<file path="config.mk">
export PLATFORM = sky130hd
export DESIGN_NAME = game_ctrl
export DESIGN_NICKNAME = d
export VERILOG_FILES = /design/src/rtl/game_pkg.sv /design/src/rtl/bcd2_counter.sv /design/src/rtl/game_ctrl.sv
export SDC_FILE = /design/constraint.sdc
export NUM_CORES = 1
export LEC_CHECK = 0
export CORE_MARGIN = 4
export CORE_UTILIZATION = 30
export DETAILED_ROUTE_END_ITERATION = 12
export GPL_TIMING_DRIVEN = 0
export PLACE_DENSITY_LB_ADDON = 0.12
export SLEW_MARGIN = 10
export SYNTH_ARGS = -nofsm -noshare
export SYNTH_HDL_FRONTEND = slang
export SYNTH_SLANG_ARGS = --single-unit
</file>
<file path="constraint.sdc">
create_clock -name clk -period 2.3 [get_ports clk]
set_clock_uncertainty 0.2 [all_clocks]
set_input_delay 0.345 -clock clk [delete_from_list [all_inputs] [get_ports clk]]
set_output_delay 0.345 -clock clk [all_outputs]
set_load 0.01 [all_outputs]
</file>
<file path="src/rtl/game_pkg.sv">
// game_pkg: shared state encoding and score limits for the game sequencer.
package game_pkg;
    typedef enum logic [1:0] {
        ST_IDLE = 2'd0,
        ST_RUN  = 2'd1,
        ST_HOLD = 2'd2,
        ST_OVER = 2'd3
    } state_t;
    localparam logic [3:0] BCD_MAX   = 4'd9;
    localparam logic [7:0] SCORE_MAX = 8'h99;
endpackage

</file>
<file path="src/rtl/bcd2_counter.sv">
// bcd2_counter: two-digit BCD incrementer with clear priority, saturating at 99.
module bcd2_counter
    import game_pkg::*;
(
    input  logic       clk,
    input  logic       rst,
    input  logic       clr,
    input  logic       inc,
    output logic [3:0] uni,
    output logic [3:0] dec
);
    logic [3:0] uni_d, dec_d;
    logic       step;
    always_comb begin
        step  = inc && ({dec, uni} != SCORE_MAX);
        uni_d = clr ? 4'd0 : step ? ((uni == BCD_MAX) ? 4'd0 : uni + 4'd1) : uni;
        dec_d = clr ? 4'd0 : (step && uni == BCD_MAX) ? dec + 4'd1 : dec;
    end
    always_ff @(posedge clk) begin
        if (rst) begin
            uni <= 4'd0;
            dec <= 4'd0;
        end else begin
            uni <= uni_d;
            dec <= dec_d;
        end
    end
endmodule

</file>
<file path="src/rtl/game_ctrl.sv">
// game_ctrl: game-state sequencer turning start/hit/pass events into run control,
// BCD score, best score and the status LED.
module game_ctrl
    import game_pkg::*;
#(
    parameter int SYNC_STAGES  = 2,
    parameter int HOLD_FRAMES  = 60,
    parameter int BLINK_FRAMES = 15
) (
    input  logic       clk,
    input  logic       reset,
    input  logic       start_btn,
    input  logic       hit,
    input  logic       obs_pass,
    input  logic       frame_tick,
    output logic       run,
    output logic       game_over,
    output logic [1:0] state,
    output logic [3:0] score_uni,
    output logic [3:0] score_dec,
    output logic [3:0] best_uni,
    output logic [3:0] best_dec,
    output logic       led_blink
);
    localparam int HW = $clog2(HOLD_FRAMES);
    localparam int BW = $clog2(BLINK_FRAMES);
    localparam int MW = HW > BW ? HW : BW;
    localparam int CW = MW < 1 ? 1 : MW;
    localparam logic [CW-1:0] HOLD_LAST  = CW'(HOLD_FRAMES - 1);
    localparam logic [CW-1:0] BLINK_LAST = CW'(BLINK_FRAMES - 1);

    state_t                 cur, nxt;
    logic [SYNC_STAGES-1:0] sync;
    logic                   start_q, start_rise, obs_q, pass_rise;
    logic                   hold_done, blink_wrap, led_q, led_d, score_clr, score_inc;
    logic [CW-1:0]          cnt, cnt_d;
    logic [7:0]             score;

    assign start_rise = sync[SYNC_STAGES-1] & ~start_q;
    assign hold_done  = cur == ST_HOLD && frame_tick && cnt == HOLD_LAST;
    assign blink_wrap = cur == ST_OVER && frame_tick && cnt == BLINK_LAST;
    assign score      = {score_dec, score_uni};
    assign score_clr  = start_rise && (cur == ST_IDLE || cur == ST_OVER);
    assign score_inc  = cur == ST_RUN && !hit && pass_rise;

    bcd2_counter u_score (
        .clk (clk),
        .rst (reset),
        .clr (score_clr),
        .inc (score_inc),
        .uni (score_uni),
        .dec (score_dec)
    );

    always_ff @(posedge clk) begin
        if (reset) cur <= ST_IDLE;
        else       cur <= nxt;
    end

    always_comb begin
        nxt = cur;
        case (cur)
            ST_IDLE, ST_OVER: nxt = start_rise ? ST_RUN : cur;
            ST_RUN:           nxt = hit ? ST_HOLD : cur;
            ST_HOLD:          nxt = hold_done ? ST_OVER : cur;
            default:          nxt = ST_IDLE;
        endcase
    end

    always_comb begin
        run       = cur == ST_RUN;
        game_over = cur == ST_OVER;
        state     = cur;
        led_blink = led_q;
    end

    // One counter serves as the HOLD frame counter and, once in OVER, the blink divider.
    always_comb begin
        cnt_d = (cur != ST_HOLD && cur != ST_OVER) ? '0 :
                !frame_tick ? cnt :
                (hold_done || blink_wrap) ? '0 : cnt + 1'b1;
        led_d = nxt == ST_IDLE ? 1'b0 :
                (cur != ST_OVER || nxt != ST_OVER) ? 1'b1 :
                blink_wrap ? ~led_q : led_q;
    end

    always_ff @(posedge clk) begin
        if (reset) begin
            sync      <= '0;
            start_q   <= 1'b0;
            obs_q     <= 1'b0;
            pass_rise <= 1'b0;
            cnt       <= '0;
            led_q     <= 1'b0;
            best_uni  <= 4'd0;
            best_dec  <= 4'd0;
        end else begin
            sync      <= {sync[SYNC_STAGES-2:0], start_btn};
            start_q   <= sync[SYNC_STAGES-1];
            obs_q     <= obs_pass;
            pass_rise <= obs_pass & ~obs_q;
            cnt       <= cnt_d;
            led_q     <= led_d;
            if (hold_done && score > {best_dec, best_uni}) {best_dec, best_uni} <= score;
        end
    end
endmodule
</file>
[Word level (Yosys, flattened, before mapping)]
Index checks and enable logic that the tools add are counted.
Cells by class
  add/subtract/negate cells: 3
  reduce and logical (&&, ||, !) cells: 22
  bitwise gates (word level): 5
  order comparisons: 1
  multiplexer cells: 8
  eq/ne operators: 10
Operators by type and width (count)
  logical AND 1 bit: 11
  adder 4 x 1 -> 4 bit, second input constant: 2
  > comparator 8 bit: 1
  != test 8 bit, second input constant: 1
  OR reduction 2 bit: 4
  adder 6 x 1 -> 6 bit, second input constant: 1
  equality test 6 x 4 -> 1 bit, second input constant: 1
  equality test 6 bit, second input constant: 1
  two-way mux 2 bit: 3
  two-way mux 6 bit: 1
  != test 2 bit, second input constant: 3
  one-hot mux 2 bit (3 select lines): 1
  equality test 2 bit, second input constant: 2
  equality test 4 bit, second input constant: 1
  logical NOT 2 bit: 2
  two-way mux 4 bit: 1
  logical OR 1 bit: 3
  NOT 1 bit: 3
  AND 1 bit: 2
  equality test 2 x 1 -> 1 bit, second input constant: 1
  two-way mux 1 bit: 2
  nonzero test 2 bit: 1
  logical NOT 1 bit: 1
Storage, ports and cells
  output and inout bits: 21
  flip-flop bits (word level): 30
  input bits: 6
  logic and storage cells: 60

[Logic depth before layout (Yosys ltp)]
Gate-level depths: netlist of run 1.
  word-level depth: 8
  gate-level depth with buffers: 7
  mapped depth without buffers: 7

[Hierarchy]
A second synthesis of run 1 with hierarchy kept.
Unflattened totals
  cells, all modules: 178
  area, all modules: 1637.8 µm²
By module, submodules not included
  game_ctrl: cells an instance 131, times used 1, area each 1226.2 µm², seq. area each 440.4 µm²
  bcd2_counter: cells an instance 47, times used 1, area each 411.6 µm², seq. area each 160.2 µm²

[Worst setup path after synthesis of run 1]
OpenSTA, ideal clock, no wires.
  path type: reg-to-reg
  start: register best_dec[3]
  end: register best_dec[0]
  arrival: 1782 ps
  setup slack: 246 ps
  library setup time: 72 ps
  path buffers: 0
  data required time: 2028 ps
  period minus slack after synthesis: 2054 ps
  stages on the path, launching flop included: 8
  path through: dfxtp_1 -> inv_1 -> ha_1 -> nand2_1 -> o21a_1 -> a211o_1 -> a31oi_4 -> mux2i_1
On the way
  cells in the longest elaborated chain, start to end: 2
Ends and longest elaborated chain
  from (decl): line game_ctrl.sv:22  | output logic [3:0] best_dec,
  from (signal assigned): line game_ctrl.sv:96  | best_dec <= 4'd0;
  > comparator 8 bit: line game_ctrl.sv:104  | if (hold_done && score > {best_dec, best_uni}) {best_dec, best_uni} <= score;
  logical AND 1 bit: line game_ctrl.sv:104
Every way passes these cells.
A chain may end at the register's enable or synchronous reset.

[Final worst setup path of run 1]
  start: register cur[0] (netlist: state[0])
  end: register best_uni[2]
On the way
  cells in the longest elaborated chain, start to end: 4
Ends and longest elaborated chain
  from (decl): line game_ctrl.sv:32  | state_t cur, nxt;
  from (signal assigned): line game_ctrl.sv:57  | else cur <= nxt;
  equality test 2 bit: line game_ctrl.sv:40  | assign hold_done = cur == ST_HOLD && frame_tick && cnt == HOLD_LAST;
  logical AND 1 bit (2 in a row): line game_ctrl.sv:40
  logical AND 1 bit: line game_ctrl.sv:104
  to (signal assigned): line game_ctrl.sv:104
  to (decl): line game_ctrl.sv:21  | output logic [3:0] best_uni,
Every way passes these cells.

==> results of run 1 <==
## layer usage
metal,part of all wire (%),wire [um],vias up
met3,4.5,150,6
li1,-,-,659
met5,0,0,-
met1,50,1650,548
met2,44,1440,20
met4,1.8,61,0
## power breakdown
part           switching, uW  internal (uW)  total [uW]
Sequential              6.60            529         535
Clock                    190            202         393
Combinational           34.5           38.3        72.8
Total                    231            769        1000
## cell type report
| cell class | instances | area (um^2) | share of cell area [%] |
|---|---|---|---|
| multi-input combinational | 123 | 913 | 44.9 |
| sequential | 30 | 601 | 29.5 |
| timing repair buffer | 27 | 278 | 13.7 |
| tap | 70 | 87.6 | 4.31 |
| clock buffer | 5 | 68.8 | 3.38 |
| inverter | 15 | 56.3 | 2.77 |
| buffer | 5 | 20.0 | 0.984 |
| clock inverter | 2 | 10.0 | 0.492 |
## logic make-up (layout without fill, tap and decap cells)
group                      count (synthesis)  count (layout)  share of synthesized area (%)
AOI/OAI and AO/OA                         24              24                           10.7
xor gates and xnor gates                   9               9                           4.96
adders and majority gates                 16              16                           12.6
buffers and inverters                     20              54                           4.81
DFF                                       30              30                           37.8
muxes                                      8               8                           5.04
and+or+nand+nor                           66              66                           24.0
## worst max-delay path, stage by stage (launching register included)
cell                      delay, ps
sky130_fd_sc_hd__dfxtp_1        350
sky130_fd_sc_hd__inv_1          110
sky130_fd_sc_hd__ha_2           210
sky130_fd_sc_hd__and4b_1        190
sky130_fd_sc_hd__nand4_1        160
sky130_fd_sc_hd__a211o_1        310
sky130_fd_sc_hd__a31oi_4        190
sky130_fd_sc_hd__buf_4          170
sky130_fd_sc_hd__mux2i_1        160
## what timing repair did
item                                    4_1_cts  5_1_grt
endpoints found under the setup margin        8        6
setup buffers                                 2        0
resized for setup                             0        1
pin swaps                                     0        2
## per-stage QoR
stage | hold WS [ps] | instance area [um^2] | utilization, %
CTS | 148 | 2030 | 39.8
detailed placement | 177 | 1930 | 37.7
global route | 188 | 2030 | 39.8
global placement | 174 | 1930 | 37.7
finish | 159 | 2030 | 39.8
floorplan | 167 | 1590 | -
## cells in the mapped netlist, types with 2 or more instances
| master | instances | area, um^2 |
|---|---|---|
| sky130_fd_sc_hd__o21ai_0 | 4 | 20.0 |
| sky130_fd_sc_hd__dfxtp_1 | 30 | 601 |
| sky130_fd_sc_hd__nor2b_1 | 8 | 50.1 |
| sky130_fd_sc_hd__nor2_1 | 16 | 60.1 |
| sky130_fd_sc_hd__ha_1 | 16 | 200 |
| sky130_fd_sc_hd__clkbuf_1 | 3 | 11.3 |
| sky130_fd_sc_hd__and4b_1 | 2 | 20.0 |
| sky130_fd_sc_hd__nor3_1 | 3 | 15.0 |
| sky130_fd_sc_hd__nand2b_1 | 17 | 106 |
| sky130_fd_sc_hd__nand4_1 | 6 | 37.5 |
| sky130_fd_sc_hd__a21oi_1 | 8 | 40.0 |
| sky130_fd_sc_hd__a211oi_1 | 2 | 15.0 |
| sky130_fd_sc_hd__mux2i_1 | 8 | 80.1 |
| sky130_fd_sc_hd__xor2_1 | 5 | 43.8 |
| sky130_fd_sc_hd__nand2_1 | 7 | 26.3 |
| sky130_fd_sc_hd__inv_1 | 15 | 56.3 |
| sky130_fd_sc_hd__xnor2_1 | 4 | 35.0 |
## flip-flops by register name, summed over array words and instances, names as in the netlist
signal	cells
obs_q	1
cnt	6
state	2
start_q	1
best_uni	4
led_blink	1
sync	2
u_score.dec	4
u_score.uni	4
pass_rise	1
best_dec	4
## worst max path at each step
stage,cells after the start,from,to
final,8,state[0],best_uni[2]
after global routing,7,state[1],u_score.dec[3]
after CTS,8,state[0],best_uni[1]
after detailed placement,6,hit,u_score.dec[3]
after global placement,6,hit,u_score.dec[3]
after floorplan,7,best_dec[3],best_dec[0]
==> Flow_metrics.wiki, run 1 <==
{| class="wikitable"
! Metric !! Value
|-
| Initial cell density of the core || 31.1%
|-
| Num CTS Buffers || 5
|-
| Cell Count Post-Placement || approximately 270
|-
| Die Footprint || 6520 um^2
|-
| Ratio of total power to cell area || 492 nW/um^2
|-
| Worst min-delay path endpoint || cnt[1]
|-
| Routed Wire Length || 3300 um
|-
| Clock-pin slew on the worst setup and hold paths || 60 ps
|-
| Endpoints failing setup || 0
|-
| Setup tns final || 0 ps
|-
| Share of final-layout standard cells stronger than drive strength 1 || 6.76%
|-
| Worst Path Class, Setup || reg -> reg
|-
| Final antenna diode count || 0
|-
| Ys flop type || sky130_fd_sc_hd__dfxtp_1
|-
| Routed length per instance || 11.9 um
|-
| Final setup slack of the worst path || 179 ps
|-
| Achievable frequency || 472 MHz
|-
| Chip Width || 80.8 um
|-
| Synth Instances || 173
|-
| Number of library cell types mapped by synthesis || 36
|-
| Number of enable flip-flop cells after synthesis || 0
|-
| Total power || 1000 uW
|-
| Clock Tree Root || sky130_fd_sc_hd__clkbuf_8
|-
| Worst min-delay path startpoint || frame_tick
|-
| Leading cell type in the layout, fill and taps excluded || sky130_fd_sc_hd__dfxtp_1
|-
| Transition at the pin with the smallest max-transition slack || about 580 ps
|-
| Async set-reset flop share out of synthesis || 0%
|-
| Num Clock Sinks || 30
|-
| Met3 track demand over resource || about 4%
|-
| Routability-driven placement congestion ratio || 0.743
|-
| # rows || 26
|-
| Largest net degree at the start of global routing || 11
|-
| DRC viols || 0
|-
| Via-per-instance ratio || approximately 4.5
|-
| Setup repair after global routing missed its margin || true
|-
| Req. time, crit path || 2310 ps
|-
| Clk_lat worst skew || around 280 ps
|-
| Status || finished, final reports clean
|-
| H-tree depth || 2
|-
| Crit end category || register
|-
| Most heavily used metal layer in global routing || met2
|-
| Placeable Area || slightly above 5000 um^2
|-
| Max_slew headroom || between 60 and 70%
|-
| Starting DRC count in detailed routing || 32
|-
| Max capacitance violation total || 0
|-
| Cells on Worst Hold Path || 2
|-
| Commonest non-fill, non-tap cells in the layout || 30 x sky130_fd_sc_hd__dfxtp_1, 25 x sky130_fd_sc_hd__clkdlybuf4s50_1, 17 x sky130_fd_sc_hd__nand2b_1, 16 x sky130_fd_sc_hd__nor2_1
|-
| Initial antenna violation count || 0
|-
| Shortest clock period the worst path allows after layout || 2120 ps
|-
| Reg-to-reg critical path endpoint || best_uni[2]
|-
| Launching element type of the critical path || register
|-
| Number of endpoints with negative hold slack in the final report || 0
|-
| Peak ir drop on the vdd network || 226 uV
|-
| Bufs on Longest Clock Path || 2
|-
| Final-report max-slew violation count || 0
|-
| Synthesized area || 1590 um^2
|-
| Global-route wire length before repair || between 5000 and 6000 um
|-
| Vias in the first global route || 1273
|-
| Max FO, Critical Path || 5
|-
| Height of the die || just over 80 um
|-
| Filler cell count || 536
|-
| Clock tree from TritonCTS || built
|-
| Net Count, Synth || 195
|-
| Number of nets with antenna violations after detailed routing || 0
|-
| Register-to-Register Path Depth || 8
|-
| GRT overflow || 0
|-
| Final Cycle Share || 92.2%
|-
| Critical Path AT || 2130 ps
|-
| Total number of nets in the final design || 229
|-
| GR met1 Demand/Resource || 14.5%
|-
| Sequential-to-total area share from yosys stat || 37.8%
|-
| Reg2Reg Launch Point || state[0]
|-
| #FFs+latches synth || 30
|-
| Number of vias after detailed routing || around 1200
|-
| Number of input and output port buffers inserted || 25
|-
| Count of non-filler cells in the finished layout || 277
|-
| Worst Hold Class || in -> reg
|-
| Area grow syn2layout || 28.1%
|-
| Pleak || 0.000692 uW
|-
| Post-Place Setup Slack || -101 ps
|-
| Total half-perimeter wirelength after legalization and detailed placement || approximately 2500 um
|-
| I/O pin count || 27
|-
| Met2 usage in global routing || 18.4%
|-
| Post-cts hold buffer count || 0
|-
| Post-Synthesis Mean Instance Area || roughly 9.2 um^2
|-
| Warnings from Yosys || 0
|-
| Slack of the worst reg-to-reg path || 180 ps
|-
| Detailed Routing Iterations Pass 1 || 4
|-
| Global routing usage summed across all routing layers || roughly an eighth
|}
No activity file was read; power rests on OpenSTA's default activity.
==> run 2, diff against run 1 <==
--- a/config.mk
+++ b/config.mk
@@ -8,7 +8,9 @@
 export CORE_MARGIN = 4
 export CORE_UTILIZATION = 30
 export DETAILED_ROUTE_END_ITERATION = 12
+export GPL_ROUTABILITY_DRIVEN = 0
 export GPL_TIMING_DRIVEN = 0
+export MAX_ROUTING_LAYER = met4
 export PLACE_DENSITY_LB_ADDON = 0.12
 export SLEW_MARGIN = 10
 export SYNTH_ARGS = -nofsm -noshare
==> constraint.sdc (replaced) <==
create_clock -name clk -period 2.3 [get_ports clk]
set_clock_uncertainty 0.2 [all_clocks]
set_input_delay 0.345 -clock clk [delete_from_list [all_inputs] [get_ports clk]]
set_output_delay 0.345 -clock clk [all_outputs]
set_load 0.1 [all_outputs]
==> Flow_metrics.wiki, run 2 (synthesis results as in run 1) <==
{| class="wikitable"
! Metric !! Value
|-
| Status || finished, final reports clean
|-
| Crit path to || game_over
|-
| Routed length per instance || 12.3 um
|-
| Top register by number of flip-flops || cnt
|-
| Number of endpoints with negative hold slack in the final report || 0
|-
| Pleak || 0.000816 uW
|-
| Largest stage delay on the critical path || 850 ps
|-
| Total half-perimeter wirelength after legalization and detailed placement || 2590 um
|-
| Number of nets with antenna violations after detailed routing || 0
|-
| Req. time, crit path || 1750 ps
|-
| Clock Tree Root || sky130_fd_sc_hd__clkbuf_8
|-
| Core Util, Final || 40.7%
|-
| Slack of the worst reg-to-reg path || 150 ps
|-
| Cells along the critical path || ha_4 -> dlygate4sd2_1
|-
| Final-report max-slew violation count || 0
|-
| Launching element type of the critical path || register
|-
| Number of input and output port buffers inserted || 25
|-
| Global routing usage summed across all routing layers || around 12%
|-
| Worst Hold Margin || 160 ps
|-
| Height of the die || between 80 and 90 um
|-
| Design area || 2080 um^2
|-
| Initial antenna violation count || 0
|-
| Clock-pin slew on the worst setup and hold paths || 70 ps
|-
| Worst Path Class, Setup || reg -> out
|-
| I/O pin count || 27
|-
| Worst Hold Class || in -> reg
|-
| DRC viols || 0
|-
| Critical Path AT || 1680 ps
|-
| Final Cycle Share || between 90% and 100%
|-
| Post-cts hold buffer count || 0
|-
| Shortest clock period the worst path allows after layout || 2230 ps
|-
| Max reg flops || 6
|-
| Vias in the first global route || about 1200
|-
| Register-to-Register Path Depth || 8
|-
| Reg2Reg Launch Point || state[0]
|-
| Ratio of total power to cell area || 517 nW/um^2
|-
| Transition at the pin with the smallest max-transition slack || ~960 ps
|-
| Area grow syn2layout || 31.0%
|-
| Max_slew headroom || 35.6%
|-
| Max stage delay cell, worst path || sky130_fd_sc_hd__dlygate4sd2_1
|-
| Buffers plus inverters on the worst setup path || 1
|-
| Max FO, Critical Path || 5
|-
| # rows || 26
|-
| Detailed Routing Iterations Pass 1 || 4
|-
| Peak ir drop on the vdd network || 275 uV
|-
| Via-per-instance ratio || 4.56
|-
| Critical Path Start || state[0]
|-
| Achievable frequency || 449 MHz
|-
| Setup repair after global routing missed its margin || false
|-
| Placed Area || 1990 um^2
|-
| Levels on crit path || 2
|-
| Die Footprint || 6520 um^2
|-
| Placeable Area || 5110 um^2
|-
| Total number of nets in the final design || 229
|-
| Cells on Worst Hold Path || 2
|-
| H-tree depth || 2
|-
| Max capacitance violation total || 0
|-
| Final antenna diode count || 0
|-
| Largest net degree at the start of global routing || 11
|-
| Endpoints failing setup || 0
|-
| Clock tree from TritonCTS || built
|-
| Bufs on Longest Clock Path || 2
|-
| Leading cell type in the layout, fill and taps excluded || sky130_fd_sc_hd__dlygate4sd2_1
|-
| Routed Wire Length || 3430 um
|-
| GRT overflow || 0
|-
| Setup tns final || 0 ps
|-
| Global-route wire length before repair || 5570 um
|-
| Number of vias after detailed routing || 1268
|-
| Commonest non-fill, non-tap cells in the layout || 19 x sky130_fd_sc_hd__dlygate4sd2_1, 17 x sky130_fd_sc_hd__nand2b_1, 16 x sky130_fd_sc_hd__nor2_1, 15 x sky130_fd_sc_hd__inv_1
|-
| Total power || 1080 uW
|-
| Top Family by Delay on Critical Path || buffers and inverters
|-
| Starting DRC count in detailed routing || 65
|-
| Chip Width || 80.8 um
|-
| Clk_lat worst skew || 280 ps
|-
| Num Clock Sinks || 30
|-
| Num CTS Buffers || 5
|-
| Share of final-layout standard cells stronger than drive strength 1 || 16.8%
|-
| Initial cell density of the core || 31.1%
|-
| Reg-to-reg critical path endpoint || best_uni[2]
|-
| Crit end category || output pin
|}
run 2: cell count changes in the layout (fill, tap and decap cells not counted), sizes merged:
cell           before  now
clkdlybuf4s50      25    4
dlygate4sd2         0   19
clkbuf              8   11
clkinv              2    1
dlymetal6s2s        0    1
run 2: worst reg2reg max path, stage by stage, from the launching register on:
cell,delay (ps)
sky130_fd_sc_hd__dfxtp_4,370
sky130_fd_sc_hd__inv_1,90
sky130_fd_sc_hd__ha_2,210
sky130_fd_sc_hd__and4b_1,210
sky130_fd_sc_hd__nand4_1,180
sky130_fd_sc_hd__a211o_1,310
sky130_fd_sc_hd__a31oi_4,190
sky130_fd_sc_hd__buf_4,170
sky130_fd_sc_hd__mux2i_1,160
run 2: how the worst min path moves through the flow:
| stage | from | endpoint | slack [ps] |
|---|---|---|---|
| finish | frame_tick | cnt[1] | 160 |
| global route | frame_tick | cnt[1] | 170 |
| CTS | frame_tick | cnt[1] | 150 |
| detailed placement | obs_q | pass_rise | 170 |
| global placement | obs_q | pass_rise | 180 |
| floorplan | obs_q | pass_rise | 170 |
run 2: per-stage QoR:
step | setup WS, ps | cells
finish | 73.2 | 278
global route | 18.8 | 278
CTS | 0.0394 | 278
detailed placement | -51.5 | 268
global placement | -26.3 | 268
floorplan | -7.44 | 173
run 2: repair_timing:
| action | in CTS | in global routing |
|---|---|---|
| setup buffers | 2 | 0 |
| gates resized for setup | 21 | 3 |
| gates cloned | 0 | 0 |
| endpoints found under the setup margin | 28 | 8 |
| pin swaps | 0 | 1 |
| hold endpoints to repair | 0 | 0 |
run 2: layer usage:
metal	GRT usage (%)	vias to the layer above	part of all wire (%)
li1	-	656	-
met1	14.5	581	51
met5	-	-	0
met2	17.0	25	44
met4	6.08	0	1.5
met3	3.33	6	3.4
run 2: final cells by class:
class | count | area [um^2]
sequential | 30 | 636
clock inverter | 1 | 5.00
tap | 70 | 87.6
buffer | 5 | 20.0
inverter | 15 | 56.3
multi-input combinational | 123 | 938
timing repair buffer | 27 | 251
fill | 554 | 3030
clock buffer | 7 | 86.3
run 2: where the power goes:
group | leakage, uW | internal, uW | switching (uW)
combinational | 0.000514 | 35.1 | 73.4
clock | 0.0000482 | 241 | 195
sequential | 0.000254 | 524 | 7.98
total | 0.000816 | 800 | 276
==> run 3, diff against run 2 <==
--- a/config.mk
+++ b/config.mk
@@ -7,11 +7,14 @@
 export LEC_CHECK = 0
 export CORE_MARGIN = 4
 export CORE_UTILIZATION = 30
+export CTS_BUF_LIST = sky130_fd_sc_hd__clkbuf_16
 export DETAILED_ROUTE_END_ITERATION = 12
+export DONT_BUFFER_PORTS = 1
 export GPL_ROUTABILITY_DRIVEN = 0
 export GPL_TIMING_DRIVEN = 0
 export MAX_ROUTING_LAYER = met4
 export PLACE_DENSITY_LB_ADDON = 0.12
+export SETUP_SLACK_MARGIN = 0.05
 export SLEW_MARGIN = 10
 export SYNTH_ARGS = -nofsm -noshare
 export SYNTH_HDL_FRONTEND = slang
==> Flow_metrics.wiki, run 3 (synthesis results as in run 1) <==
{| class="wikitable"
! Metric !! Value
|-
| Status || finished, violations left
|-
| Violations in the final reports || setup timing
|-
| Most heavily used metal layer in global routing || met2
|-
| Clock-pin slew on the worst setup and hold paths || 50 ps
|-
| I/O pin count || 27
|-
| Via-per-instance ratio || 4.68
|-
| Max FO, Critical Path || 7
|-
| Shortest clock period the worst path allows after layout || ~2300 ps
|-
| # rows || 26
|-
| Req. time, crit path || 2290 ps
|-
| Design area || 2130 um^2
|-
| Chip Width || 80.8 um
|-
| Launching element type of the critical path || register
|-
| Max reg flops || 6
|-
| Num CTS Buffers || 5
|-
| Critical Path AT || 2300 ps
|-
| Detailed Routing Iterations Pass 1 || 4
|-
| Cell Count Post-Placement || 243
|-
| Area grow syn2layout || 34.2%
|-
| Initial antenna violation count || 0
|-
| Worst min-delay path startpoint || obs_pass
|-
| GR met1 Demand/Resource || 15.0%
|-
| Achievable frequency || 433 MHz
|-
| Cells on Worst Hold Path || 1
|-
| Worst min-delay path endpoint || obs_q
|-
| Largest net degree at the start of global routing || 11
|-
| Count of non-filler cells in the finished layout || between 200 and 300
|-
| GRT overflow || 0
|-
| Met3 track demand over resource || 4.10%
|-
| Number of vias after detailed routing || roughly 1200
|-
| Routed length per instance || 13.6 um
|-
| Top register by number of flip-flops || cnt
|-
| Starting DRC count in detailed routing || between 60 and 70
|-
| Num Clock Sinks || 30
|-
| Global-route wire length before repair || 6170 um
|-
| Bufs on Longest Clock Path || 2
|-
| Setup repair after global routing missed its margin || true
|-
| Final-report max-slew violation count || 0
|-
| Clk_lat worst skew || 270 ps
|-
| Worst Hold Class || in -> reg
|-
| Peak ir drop on the vdd network || 306 uV
|-
| Clock Tree Root || sky130_fd_sc_hd__clkbuf_16
|-
| Ratio of total power to cell area || between 600 and 700 nW/um^2
|-
| Register-to-Register Path Depth || 7
|-
| Final setup slack of the worst path || -7.16 ps
|-
| Max_slew headroom || 34.3%
|-
| Routed Wire Length || 3570 um
|-
| Height of the die || 80.8 um
|-
| Slack of the worst reg-to-reg path || -7 ps
|-
| Reg-to-reg critical path endpoint || best_dec[2]
|-
| Placeable Area || 5110 um^2
|-
| Number of input and output port buffers inserted || 0
|-
| Initial cell density of the core || between 30 and 40%
|-
| Global routing usage summed across all routing layers || 12.6%
|-
| H-tree depth || 2
|-
| Vias in the first global route || between 1000 and 1500
|-
| Total half-perimeter wirelength after legalization and detailed placement || approximately 2500 um
|-
| Final Cycle Share || 100%
|-
| DRC viols || 0
|-
| Worst Path Class, Setup || reg -> reg
|-
| Met2 usage in global routing || 19.9%
|-
| Reg2Reg Launch Point || state[1]
|-
| Share of final-layout standard cells stronger than drive strength 1 || 28.1%
|-
| Crit end category || register
|-
| Leading cell type in the layout, fill and taps excluded || sky130_fd_sc_hd__nand2b_1
|-
| Transition at the pin with the smallest max-transition slack || around 980 ps
|-
| Total number of nets in the final design || 213
|-
| Placed Area || 1750 um^2
|-
| Die Footprint || 6520 um^2
|-
| Filler cell count || 507
|-
| Final antenna diode count || 0
|-
| Number of endpoints with negative hold slack in the final report || 0
|-
| Number of nets with antenna violations after detailed routing || 0
|-
| Pleak || 0.000718 uW
|-
| Clock tree from TritonCTS || built
|-
| Commonest non-fill, non-tap cells in the layout || 17 x sky130_fd_sc_hd__nand2b_1, 16 x sky130_fd_sc_hd__nor2_1, 16 x sky130_fd_sc_hd__dfxtp_4, 12 x sky130_fd_sc_hd__inv_1, 12 x sky130_fd_sc_hd__dfxtp_1
|-
| Max capacitance violation total || 0
|-
| Endpoints failing setup || 1
|}
-- run 3: changes by cell type in the layout (fill, tap and decap cells not counted), sizes merged --
| cell | change |
|---|---|
| bufinv | +1 |
| clkbuf | -3 |
| buf | +7 |
| clkdlybuf4s50 | -4 |
| dlymetal6s2s | -1 |
| inv | +1 |
| dlygate4sd3 | +2 |
| dlygate4sd2 | -19 |
-- run 3: worst max-delay path by stage --
| stage | slack, ps | endpoint | cells after the start | startpoint |
|---|---|---|---|---|
| floorplan | 20 | u_score.dec[3] | 6 | state[0] |
| CTS | -20 | u_score.dec[2] | 7 | state[0] |
| global route | -110 | best_dec[2] | 7 | state[1] |
| detailed placement | -240 | u_score.dec[3] | 6 | state[0] |
| finish | -7 | best_dec[2] | 7 | state[1] |
| global placement | -200 | u_score.dec[3] | 6 | state[0] |
-- run 3: layout make-up --
cell class | instances | area, um^2 | share of cell area, %
timing repair buffer | 11 | 104 | 4.87
clock buffer | 5 | 125 | 5.87
buffer | 5 | 21.3 | 0.998
clock inverter | 3 | 37.5 | 1.76
multi-input combinational | 123 | 1040 | 48.6
tap | 70 | 87.6 | 4.11
inverter | 15 | 56.3 | 2.64
sequential | 30 | 663 | 31.1
-- run 3: power by group --
group	internal (uW)	total, uW	switching [uW]
combinational	34.0	73.7	39.7
clock	502	718	216
sequential	513	554	41.4
total	1050	1350	297
-- run 3: critical path, stage by stage, from the launching register on --
cell,delay [ps]
sky130_fd_sc_hd__dfxtp_4,580
sky130_fd_sc_hd__ha_4,210
sky130_fd_sc_hd__and4b_1,200
sky130_fd_sc_hd__nand4_1,160
sky130_fd_sc_hd__a211o_1,350
sky130_fd_sc_hd__a31oi_4,190
sky130_fd_sc_hd__buf_12,160
sky130_fd_sc_hd__mux2i_1,180
-- run 3: metal layers --
metal	vias up	share of wire, %
li1	631	-
met1	567	46
met2	24	48
met3	5	5.1
met4	0	1.3
met5	-	0
-- run 3: metrics by stage --
stage / utilization, % / setup slack, ps / setup TNS, ps / total power, uW / hold slack (ps)
2_1_floorplan: - / 17.5 / 0 / 623 / 167
3_3_place_gp: 34.2 / -196 / -1810 / 634 / 175
3_5_place_dp: 34.2 / -242 / -2230 / 636 / 176
6_report: 41.7 / -7.16 / -7.16 / 1350 / 36.1
4_1_cts: 40.5 / -22.7 / -83.8 / 1370 / 31.6
5_1_grt: 41.7 / -113 / -854 / 1400 / 38.4
-- run 3: repair_timing --
item | 4_1_cts | 5_1_grt
buffers inserted | 7 | 2
hold buffers | 2 | 0
pin swaps | 8 | 8
endpoints found under the hold margin | 2 | 0
setup endpoints to repair | 20 | 17
resized for setup | 17 | 11
